### config.mk
export PLATFORM = sky130hd
export DESIGN_NAME = bet_ledger
export DESIGN_NICKNAME = d
export VERILOG_FILES = /design/src/rtl/roulette_pkg.sv /design/src/rtl/pulse_edge.sv /design/src/rtl/bet_ledger.sv
export SDC_FILE = /design/constraint.sdc
export NUM_CORES = 1
export LEC_CHECK = 0
export CAP_MARGIN = 20
export CORE_MARGIN = 3
export CORE_UTILIZATION = 62
export DETAILED_ROUTE_END_ITERATION = 8
export DONT_BUFFER_PORTS = 1
export PLACE_DENSITY_LB_ADDON = 0.2
export SETUP_SLACK_MARGIN = 0.4
export SLEW_MARGIN = 30
export SYNTH_ARGS = -nofsm -noshare
export SYNTH_HDL_FRONTEND = slang
export SYNTH_SLANG_ARGS = --single-unit
### constraint.sdc
create_clock -name clock -period 2.2 [get_ports clock]
set_clock_uncertainty 0.1 [all_clocks]
set_input_delay 0.33 -clock clock [delete_from_list [all_inputs] [get_ports clock]]
set_output_delay 0.33 -clock clock [all_outputs]
set_load 0.03 [all_outputs]
### src/rtl/roulette_pkg.sv
// roulette_pkg: shared opcode constants, FSM state type and slot-width helper
package roulette_pkg;
  localparam logic [5:0] NO_KEY = 6'b111111;
  localparam logic [5:0] SPIN = 6'b111110;
  localparam logic [5:0] UNDO = 6'b111101;
  typedef enum logic [1:0] {ACCEPT, LOCKED, CLEAR} state_t;
  function automatic int slot_w(input int color_w, input int opcode_w);
    return color_w + opcode_w;
  endfunction
endpackage

### src/rtl/pulse_edge.sv
// pulse_edge: rising-edge detector with registered previous value
module pulse_edge (
  input  logic clock,
  input  logic reset,
  input  logic din,
  output logic rise
);
  logic prev;
  always_ff @(posedge clock) prev <= reset ? 1'b0 : din;
  assign rise = din & ~prev;
endmodule

### src/rtl/bet_ledger.sv
// bet_ledger: captures one {colour, opcode} bet per key press, with undo, spin lock and clear
module bet_ledger
  import roulette_pkg::*;
#(
  parameter int N_BETS = 12,
  parameter int OPCODE_W = 6,
  parameter int COLOR_W = 2,
  parameter bit CLEAR_ON_DONE = 1'b1,
  localparam int SW = slot_w(COLOR_W, OPCODE_W),
  localparam int CW = $clog2(N_BETS + 1)
) (
  input  logic                   clock,
  input  logic                   reset,
  input  logic                   key_valid,
  input  logic [OPCODE_W-1:0]    key_opcode,
  input  logic [COLOR_W-1:0]     key_color,
  input  logic                   spin_done,
  output logic [N_BETS*SW-1:0]   bets_flat,
  output logic [CW-1:0]          bet_count,
  output logic                   full,
  output logic                   locked,
  output logic                   spin_req,
  output logic                   reject
);
  state_t state, state_nx;
  logic key_evt, push, pop, clr, spin_nx, rej_nx;
  logic is_nokey, is_spin, is_undo, has_bets;
  pulse_edge u_key_edge (.clock(clock), .reset(reset), .din(key_valid), .rise(key_evt));
  assign is_nokey = key_opcode == OPCODE_W'(NO_KEY);
  assign is_spin = key_opcode == OPCODE_W'(SPIN);
  assign is_undo = key_opcode == OPCODE_W'(UNDO);
  assign has_bets = bet_count != '0;
  assign full = bet_count == CW'(N_BETS);
  assign locked = state == LOCKED;
  always_comb begin
    state_nx = state;
    push = 1'b0;
    pop = 1'b0;
    clr = 1'b0;
    spin_nx = 1'b0;
    rej_nx = 1'b0;
    unique case (state)
      ACCEPT: if (key_evt && !is_nokey) begin
        if (is_spin) begin
          state_nx = has_bets ? LOCKED : ACCEPT;
          spin_nx = has_bets;
          rej_nx = !has_bets;
        end else if (is_undo) begin
          pop = has_bets;
          rej_nx = !has_bets;
        end else begin
          push = key_color != '0 && !full;
          rej_nx = key_color == '0 || full;
        end
      end
      LOCKED: state_nx = spin_done ? (CLEAR_ON_DONE ? CLEAR : ACCEPT) : LOCKED;
      CLEAR: begin
        clr = 1'b1;
        state_nx = ACCEPT;
      end
      default: state_nx = ACCEPT;
    endcase
  end
  always_ff @(posedge clock) begin
    state <= reset ? ACCEPT : state_nx;
    spin_req <= !reset && spin_nx;
    reject <= !reset && rej_nx;
    bet_count <= (reset || clr) ? '0 : push ? bet_count + CW'(1) : pop ? bet_count - CW'(1) : bet_count;
  end
  for (genvar i = 0; i < N_BETS; i++) begin : g_slot
    logic [SW-1:0] slot;
    always_ff @(posedge clock)
      slot <= (reset || clr) ? '0
            : (push && bet_count == CW'(i)) ? {key_color, key_opcode}
            : (pop && bet_count == CW'(i + 1)) ? '0
            : slot;
    assign bets_flat[i*SW +: SW] = slot;
  end
endmodule

==> run_results.csv, run 1 <==
group,metric,value,unit
outcome,status,"complete, but fails checks",
outcome,violations,"negative hold slack",
clock_network,insertion_delay,0.39,ns
detailed_routing,postRouteAntennaNets,0,
clock_network,cts_tree,"yes",
logic_synthesis,yosys.area.top_type_share,51.4,%
clock_network,path_clk_slew,0.11,ns
logic_synthesis,yosysSeqAreaShare,51.4,%
logic_synthesis,synthFlopType,"dfxtp_1",
place,port_buffers,0,
worst_setup_path,cp.required,2.43,ns
detailed_routing,drt_iter0_drc,491,
logic_synthesis,synth_edf_count,0,
detailed_routing,wl,13100,um
worst_setup_path,crit_path_start_kind,"flip-flop",
logic_synthesis,synth.most_common_cell,"dfxtp_1",
finish,area_growth_syn_to_layout,24.8,%
finish,multi_input_area,2220,um2
sta,report.final.hold_viol_count,3,
finish,register_area,2120,um2
logic_synthesis,synth_area_leader_cell,"dfxtp_1",
logic_synthesis,syn_avg_cell_area,9.67,um2
sta,worstMarginPinSlew,0.618,ns
min_path,hp-class,"input port to flip-flop",
global_route,grt_max_degree,32,
logic_synthesis,synth-async-reset-ratio,0,%
clock_network,cts_root_buf,"clkbuf_8",
pwr,leakage,1.79,nW
detailed_routing,viasPerCell,7.02,
place,dp_hpwl,7400,um
sta,timing.final.crit_share,93.7,%
worst_setup_path,critPathCaptureType,"flip-flop",
global_route,overflow,0,
detailed_routing,wire_per_inst,24.6,um
logic_synthesis,synth_seq_cells,105,
logic_synthesis,synth_common_cells,"105 x dfxtp_1, 45 x nor2_1, 32 x nand2_1",
detailed_routing,drc,0,
finish,diodes,0,
sta,hold_slack,-0.00492,ns
logic_synthesis,yosys_warnings,0,
worst_setup_path,cp_data_arrival_time,2.29,ns
global_route,grt_pass1_vias,3361,
clock_network,clockBufferDepth,2,
floorplanning,die_h,87.2,um
pwr,power.density,721,nW/um2
floorplanning,start_util,66.3,%
global_route,grt_pass1_wl,17600,um
finish,nFillCells,341,
floorplanning,pin_count,116,
sta,min_period,2.06,ns
detailed_routing,vias,3723,
logic_synthesis,syn-num-nets,439,
sta,rsz0062_at_grt,"yes",
logic_synthesis,synth_cell_types,48,
pwr,irDropWorstVdd,0.602,mV
logic_synthesis,synth.area.top_cells,"dfxtp_1 51%, a22o_1 5.1%, a22oi_1 4.4%",
clock_network,htreeDepth,3,
worst_setup_path,path_max_fanout,5,
floorplanning,die_w,87.2,um
sta,finalSetupViolCount,0,
global_route,grt_usage,30.2,%
worst_setup_path,worstSetupPathType,"flip-flop to flip-flop",
finish,drive_above_1_share,34.3,%
place,finalWeightedCongestion,0.883,
finish,layout.nets,466,
sta,slew_violations,0,
clock_network,cts_buffers,9,
floorplanning,die_area,7610,um2
sta,relSlewSlack,58.8,%
floorplanning,num_rows,28,
floorplanning,core_area,6170,um2
detailed_routing,first_pass_iters,6,
sta,setup_tns,0,ns
logic_synthesis,syn_inst,423,
clock_network,cts.sinks,105,
flow_run,maxCapViolCount,0,
sta,max_freq,485,MHz
global_route,grt_antenna_before_repair,0,
logic_synthesis,netlist_area,4090,um2
## power breakdown
group | internal, mW | total (mW) | switching [mW] | leakage, nW
clock | 0.583 | 1.32 | 0.734 | 0.108
combinational | 0.150 | 0.373 | 0.223 | 0.830
sequential | 1.92 | 1.99 | 0.0641 | 0.851
## logic make-up (layout without fill, tap and decap cells)
kind of cell | count (synthesis) | after routing | synth area share, %
simple gates | 151 | 151 | 19.2
compound gates | 122 | 122 | 23.6
flops | 105 | 105 | 51.4
buf+inv | 39 | 71 | 4.13
fa+ha+maj | 4 | 4 | 1.22
xor+xnor | 2 | 2 | 0.428
## final cells by class
cell class	count	area share [%]
inverter	5	0.564
tap	75	1.84
sequential	105	41.5
clock buffer	10	2.70
timing repair buffer	50	8.19
multi-input combinational	279	43.6
clock inverter	6	1.62
## repair_timing
item	CTS	global route
setup buffers	11	13
setup endpoints to repair	105	105
pin swaps	12	25
endpoints found under the hold margin	31	0
gates resized for setup	29	72
hold buffers	11	0
## per-layer routing
metal / global-route usage (%) / vias up / part of all wire, %
met1: 37.2 / 1800 / 37
li1: - / 1611 / -
met5: 0 / - / 0
met2: 49.4 / 259 / 48
met4: 12.1 / 0 / 3.4
met3: 9.27 / 53 / 12
## critical path, cell delays in order (launching register included)
cell and delay [ns]:
dfxtp_4 0.38, or4b_4 0.57, nor3_4 0.29, buf_4 0.18, a21o_1 0.20, and2_1 0.16, o211a_1 0.13
## worst paths after layout
kind / startpoint / to / slack, ns / cells after the start
hold / removal: key_opcode[0] / g_slot[8].slot[0] / -0.005 / 2
hold reg to reg: state[1] / state[0] / 0.49 / 2
setup reg to reg: state[1] / bet_count[3] / 0.14 / 6
setup / recovery: state[1] / bet_count[3] / 0.14 / 6
## flip-flops by register name (all words and copies together) (netlist names)
signal           flops
bet_count            4
state                2
spin_req             1
g_slot.slot         96
reject               1
u_key_edge.prev      1
## per-stage QoR
stage / instance area, um2 / power [mW] / cells / setup slack, ns / utilization, %
final: 5100 / 3.68 / 530 / 0.140 / 82.8
after floorplan: 4130 / 2.23 / 423 / 0.131 / -
after global routing: 5100 / 3.78 / 530 / 0.0657 / 82.8
after global placement: 4190 / 2.26 / 479 / 0.160 / 68.0
after CTS: 4690 / 3.59 / 517 / 0.273 / 76.1
after detailed placement: 4190 / 2.27 / 479 / 0.106 / 68.0
## layout by cell type (no fill, tap or decap), drive strengths merged, types with 2 or more instances in the layout
cell / n
dfxtp: 105
nor2: 45
buf: 39
nand2: 32
nand3: 29
a21oi: 29
a22o: 24
a22oi: 24
a32o: 24
dlygate4sd3: 11
clkbuf: 10
and2: 9
nand3b: 8
inv: 8
a21o: 7
nor3: 6
or2: 5
o2111ai: 4
ha: 4
nor2b: 3
nor3b: 3
or4b: 2
nand2b: 2
a32oi: 2
nor4b: 2
(Power assumes the default switching activity.)
==> inputs of run 2 (changes only) <==
CELL_PAD_IN_SITES_DETAIL_PLACEMENT = 1   (was default)
CELL_PAD_IN_SITES_GLOBAL_PLACEMENT = 2   (was default)
CORE_UTILIZATION = 37   (was 62)
CTS_BUF_LIST = sky130_fd_sc_hd__clkbuf_16   (was default)
==> run 2 against run 1 <==
Effect of this change:
- the run now ends clean
- sequential cell count stayed put
- via count is 8.9% lower
- cell count grew 8.9%
- utilization shrank 36 points
- power up 5.2%
- critical endpoint is now g_slot[0].slot[6]
- largest power group unchanged
==> run_results.csv, run 2 (same netlist as run 1, synthesis figures left out) <==
group,metric,value,unit
detailed_routing,wire_per_inst,22.7,um
floorplanning,start_util,38.7,%
floorplanning,core_area,10600,um2
finish,area_growth_syn_to_layout,21.0,%
finish,mostFrequentLayoutCell,"dfxtp_1",
global_route,grt_antenna_before_repair,0,
sta,setup_tns,0,ns
finish,layout.nets,452,
sta,max_freq,504,MHz
clock_network,clockBufferDepth,2,
pwr,leakage,1.74,nW
detailed_routing,viasPerCell,5.88,
floorplanning,die_h,111,um
worst_setup_path,regToRegEndpoint,"g_slot[0].slot[6]",
clock_network,cts_buffers,9,
worst_setup_path,crit_path_start_kind,"flip-flop",
finish,largest_registers,"g_slot.slot x96, bet_count x4, state x2",
clock_network,insertion_delay,0.34,ns
flow_run,maxCapViolCount,0,
min_path,hp-class,"input port to flip-flop",
detailed_routing,drc,0,
clock_network,cts_root_buf,"clkbuf_16",
min_path,whs_endpoint,"g_slot[3].slot[4]",
place,dp_hpwl,8940,um
worst_setup_path,cp.required,2.34,ns
clock_network,htreeDepth,3,
detailed_routing,drt_iter0_drc,278,
min_path,min_from,"key_opcode[4]",
floorplanning,die_area,12300,um2
sta,relSlewSlack,63.0,%
pwr,power.density,782,nW/um2
sta,slew_violations,0,
clock_network,path_clk_slew,0.08,ns
sta,finalSetupViolCount,0,
pwr,power,3.87,mW
clock_network,cts.sinks,105,
finish,largest_reg_flops,96,
sta,report.final.hold_viol_count,0,
detailed_routing,wl,13100,um
finish,diodes,0,
worst_setup_path,critPathCaptureType,"flip-flop",
finish,regMostFlops,"g_slot.slot",
finish,most-common-layout-cells,"98 x dfxtp_1, 34 x nor2_1, 31 x buf_4",
global_route,overflow,0,
outcome,status,"complete, no violations",
detailed_routing,vias,3391,
place,port_buffers,0,
global_route,grt_pass1_wl,20600,um
sta,min_period,1.98,ns
floorplanning,num_rows,37,
detailed_routing,first_pass_iters,4,
worst_setup_path,worstRegToRegCells,5,
floorplanning,die_w,111,um
sta,rsz0062_at_grt,"yes",
clock_network,cts_tree,"yes",
worst_setup_path,path_max_fanout,8,
global_route,grt_max_degree,31,
worst_setup_path,worstSetupPathType,"flip-flop to flip-flop",
global_route,grt_pass1_vias,3420,
worst_setup_path,rr_startpoint,"state[1]",
worst_setup_path,cp_data_arrival_time,2.12,ns
floorplanning,pin_count,116,
place,finalWeightedCongestion,0.792,
sta,timing.final.crit_share,90.2,%
finish,drive_above_1_share,26.5,%
pwr,irDropWorstVdd,0.391,mV
global_route,grt_usage,20.7,%
detailed_routing,postRouteAntennaNets,0,
finish,utilization,46.9,%
worst_setup_path,rrSetupSlack,0.22,ns
sta,worstMarginPinSlew,0.553,ns
min_path,min_path_cells,2,
[run 2: cell types whose count changed in the layout (fill, tap and decap cells not counted), sizes merged]
cell | previous run | this run
dlygate4sd3 | 11 | 1
buf | 39 | 35
inv | 8 | 10
bufinv | 1 | 0
clkbuf | 10 | 9
clkinv | 1 | 2
clkinvlp | 1 | 0
[run 2: critical path: stages, from the launching register on]
cell     delay (ns)
dfxtp_2        0.35
or4b_4         0.57
nor3_4         0.28
and3_4         0.25
a21oi_4        0.06
a32o_2         0.26
[run 2: power by group]
| part | internal [mW] | switching (mW) | leakage, nW |
|---|---|---|---|
| registers | 1.92 | 0.0652 | 0.851 |
| clock network | 0.784 | 0.756 | 0.142 |
| logic | 0.141 | 0.198 | 0.743 |
| total | 2.85 | 1.02 | 1.74 |
[run 2: how the worst max path moves through the flow]
stage,start,to,slack [ns],cells past startpoint
2_1_floorplan,state[1],g_slot[0].slot[1],0.13,7
3_3_place_gp,state[1],g_slot[0].slot[5],0.14,5
3_5_place_dp,state[1],g_slot[0].slot[6],0.11,5
4_1_cts,state[0],g_slot[0].slot[6],0.27,5
5_1_grt,bet_count[1],bet_count[1],0.17,8
6_report,state[1],g_slot[0].slot[6],0.22,5
[run 2: repair_timing]
| item | 4_1_cts | 5_1_grt |
|---|---|---|
| gates resized for setup | 30 | 30 |
| setup buffers | 9 | 8 |
| pin swaps | 9 | 6 |
| cloned | 0 | 0 |
| hold buffers | 1 | 0 |
| hold endpoints to repair | 5 | 0 |
| setup endpoints to repair | 104 | 103 |
[run 2: stage by stage]
step,hold WS (ns),instance area [um2],std cells,worst slack [ns]
4_1_cts,0.00783,4750,569,0.266
3_5_place_dp,0.315,4290,543,0.110
6_report,0.0138,4950,577,0.215
3_3_place_gp,0.305,4290,543,0.140
2_1_floorplan,0.302,4130,423,0.131
5_1_grt,0.000342,4950,577,0.168
[run 2: final cells by class]
type                    instances  area [um2]
fillers                      1171        5610
flip-flops and latches        105        2120
multi-input cells             279        2050
repair buffers                 36         297
clock buffers                   9         225
well taps                     136         170
clock inverters                 7        53.8
inverters                       5        28.8
[run 2: layer usage]
metal / routed length, um / global-route usage [%]
met5: 0 / 0
met4: 154 / 4.54
met3: 1120 / 6.93
met2: 6470 / 34.8
met1: 5360 / 25.8
==> inputs of run 3 (changes only) <==
CORE_UTILIZATION = 34   (was 37)
clock period = 1.8 ns   (was 2.2 ns; I/O delays follow)
==> run 3 against run 2 <==
Effect of this change:
- the run now ends with negative setup slack left
- clock-buffer cell count unchanged
- register-to-register slack worse by 0.33 ns
- global-route usage up 0.76 points
- non-clock buffer count up 40
- worst hold slack better by 0.0089 ns
- critical path type unchanged
==> run_results.csv, run 3 (same netlist as run 1, synthesis figures left out) <==
group,metric,value,unit
detailed_routing,drc,0,
place,port_buffers,0,
worst_setup_path,cp_slowest_stage_delay,0.58,ns
global_route,grt_usage,21.4,%
worst_setup_path,crit_path_cell_trace,"or4b_4 > nor4_4 > buf_4 > a32oi_1 > and2_1 > o211a_1",
clock_network,path_clk_slew,0.07,ns
finish,largest_registers,"g_slot.slot x96, bet_count x4, state x2",
sta,min_period,1.91,ns
clock_network,cts_root_buf,"clkbuf_16",
worst_setup_path,path_max_fanout,3,
sta,slew_violations,0,
worst_setup_path,crit_slowest_cell,"or4b_4",
detailed_routing,wl,14400,um
sta,max_freq,523,MHz
worst_setup_path,critPathCaptureType,"flip-flop",
clock_network,htreeDepth,3,
detailed_routing,postRouteAntennaNets,0,
finish,nFillCells,1200,
finish,largest_reg_flops,96,
sta,worstMarginPinSlew,0.490,ns
finish,register_area,2120,um2
place,finalWeightedCongestion,0.786,
clock_network,clockBufferDepth,2,
detailed_routing,drt_iter0_drc,137,
finish,multi_input_area,2570,um2
sta,setup_tns,-1.53,ns
detailed_routing,first_pass_iters,4,
finish,finalNonFillerCells,624,
floorplanning,pin_count,116,
global_route,grt_pass1_wl,22000,um
sta,finalSetupViolCount,52,
finish,area_growth_syn_to_layout,45.3,%
clock_network,cts_tree,"yes",
pwr,irDropWorstVdd,0.498,mV
sta,layout_setup_ws,-0.110,ns
worst_setup_path,cp_data_arrival_time,2.05,ns
global_route,grt_max_degree,27,
pwr,power,4.90,mW
worst_setup_path,worstSetupPathType,"flip-flop to flip-flop",
worst_setup_path,crit_path_start_kind,"flip-flop",
finish,layout.nets,492,
pwr,power.density,825,nW/um2
outcome,violations,"negative setup slack",
flow_run,maxCapViolCount,0,
place,dp_hpwl,9360,um
min_path,hp-class,"input port to flip-flop",
sta,rsz0062_at_grt,"yes",
finish,utilization,51.4,%
floorplanning,core_area,11600,um2
global_route,grt_pass1_vias,3766,
finish,diodes,0,
outcome,status,"complete, but fails checks",
sta,relSlewSlack,67.2,%
finish,regMostFlops,"g_slot.slot",
sta,timing.final.crit_share,106,%
floorplanning,start_util,35.4,%
sta,hold_slack,0.0227,ns
finish,mostFrequentLayoutCell,"dfxtp_1",
floorplanning,die_h,116,um
pwr,leakage,2.04,nW
clock_network,insertion_delay,0.35,ns
detailed_routing,vias,3569,
place,dpl.cell_count,575,
floorplanning,num_rows,39,
detailed_routing,wire_per_inst,23.0,um
global_route,grt_antenna_before_repair,0,
clock_network,cts_buffers,9,
worst_setup_path,cp.required,1.94,ns
global_route,overflow,0,
floorplanning,die_w,116,um
detailed_routing,viasPerCell,5.72,
finish,most-common-layout-cells,"98 x dfxtp_1, 36 x buf_4, 29 x nor2_1",
sta,report.final.hold_viol_count,0,
clock_network,cts.sinks,105,
finish,drive_above_1_share,49.7,%
floorplanning,die_area,13400,um2
run 3: cell types whose count changed in the layout (fill, tap and decap cells not counted), moves of 15 or more:
cell,delta
a21oi_1,-17
a21oi_2,+15
a22oi_1,-22
a22oi_2,+22
buf_6,+20
nand3_1,-19
nand3_2,+17
run 3: area by class of cell:
class                      instances  share of cell area (%)
clock inverter                     7                    1.14
multi-input combinational        279                    43.3
timing repair buffer              76                    12.5
sequential                       105                    35.7
clock buffer                       9                    3.79
inverter                           5                   0.548
tap                              143                    3.01
run 3: stage by stage:
stage / setup slack (ns) / area, um2
floorplan: -0.268 / 4300
global placement: -0.140 / 4650
detailed placement: -0.169 / 4650
CTS: -0.0871 / 5640
global route: -0.184 / 5940
finish: -0.110 / 5940
run 3: final timing paths:
kind              depth (start not counted)  slack [ns]                end         startpoint
setup reg to reg                          6       -0.11       bet_count[3]           state[0]
setup / recovery                          6       -0.11       bet_count[3]           state[0]
hold / removal                            2        0.02           state[0]          spin_done
hold reg to reg                           2        0.52  g_slot[7].slot[5]  g_slot[7].slot[5]
run 3: timing repair:
item / 4_1_cts / 5_1_grt
pin swaps: 71 / 50
buffers inserted: 8 / 14
hold buffers: 11 / 0
setup endpoints to repair: 107 / 106
gates resized for setup: 112 / 52
hold endpoints to repair: 53 / 0
run 3: where the power goes:
part	internal, mW	leakage [nW]	switching [mW]	total, mW
clock	0.968	0.144	0.940	1.91
sequential	2.35	0.852	0.0800	2.43
combinational	0.246	1.05	0.316	0.562
total	3.57	2.04	1.34	4.90
run 3: worst max-delay path, delay by kind of cell, from the launching register on:
| family | cells | cell delay, ns |
|---|---|---|
| buf+inv | 1 | 0.15 |
| compound gates | 2 | 0.26 |
| flops | 1 | 0.33 |
| simple gates | 3 | 0.96 |
run 3: metal layers:
metal / GRT usage [%] / vias up / wire length (um)
met5: 0 / - / 0
met4: 4.02 / 0 / 129
met3: 7.10 / 12 / 914
met2: 36.5 / 81 / 7190
met1: 26.8 / 1807 / 6130
li1: - / 1669 / -
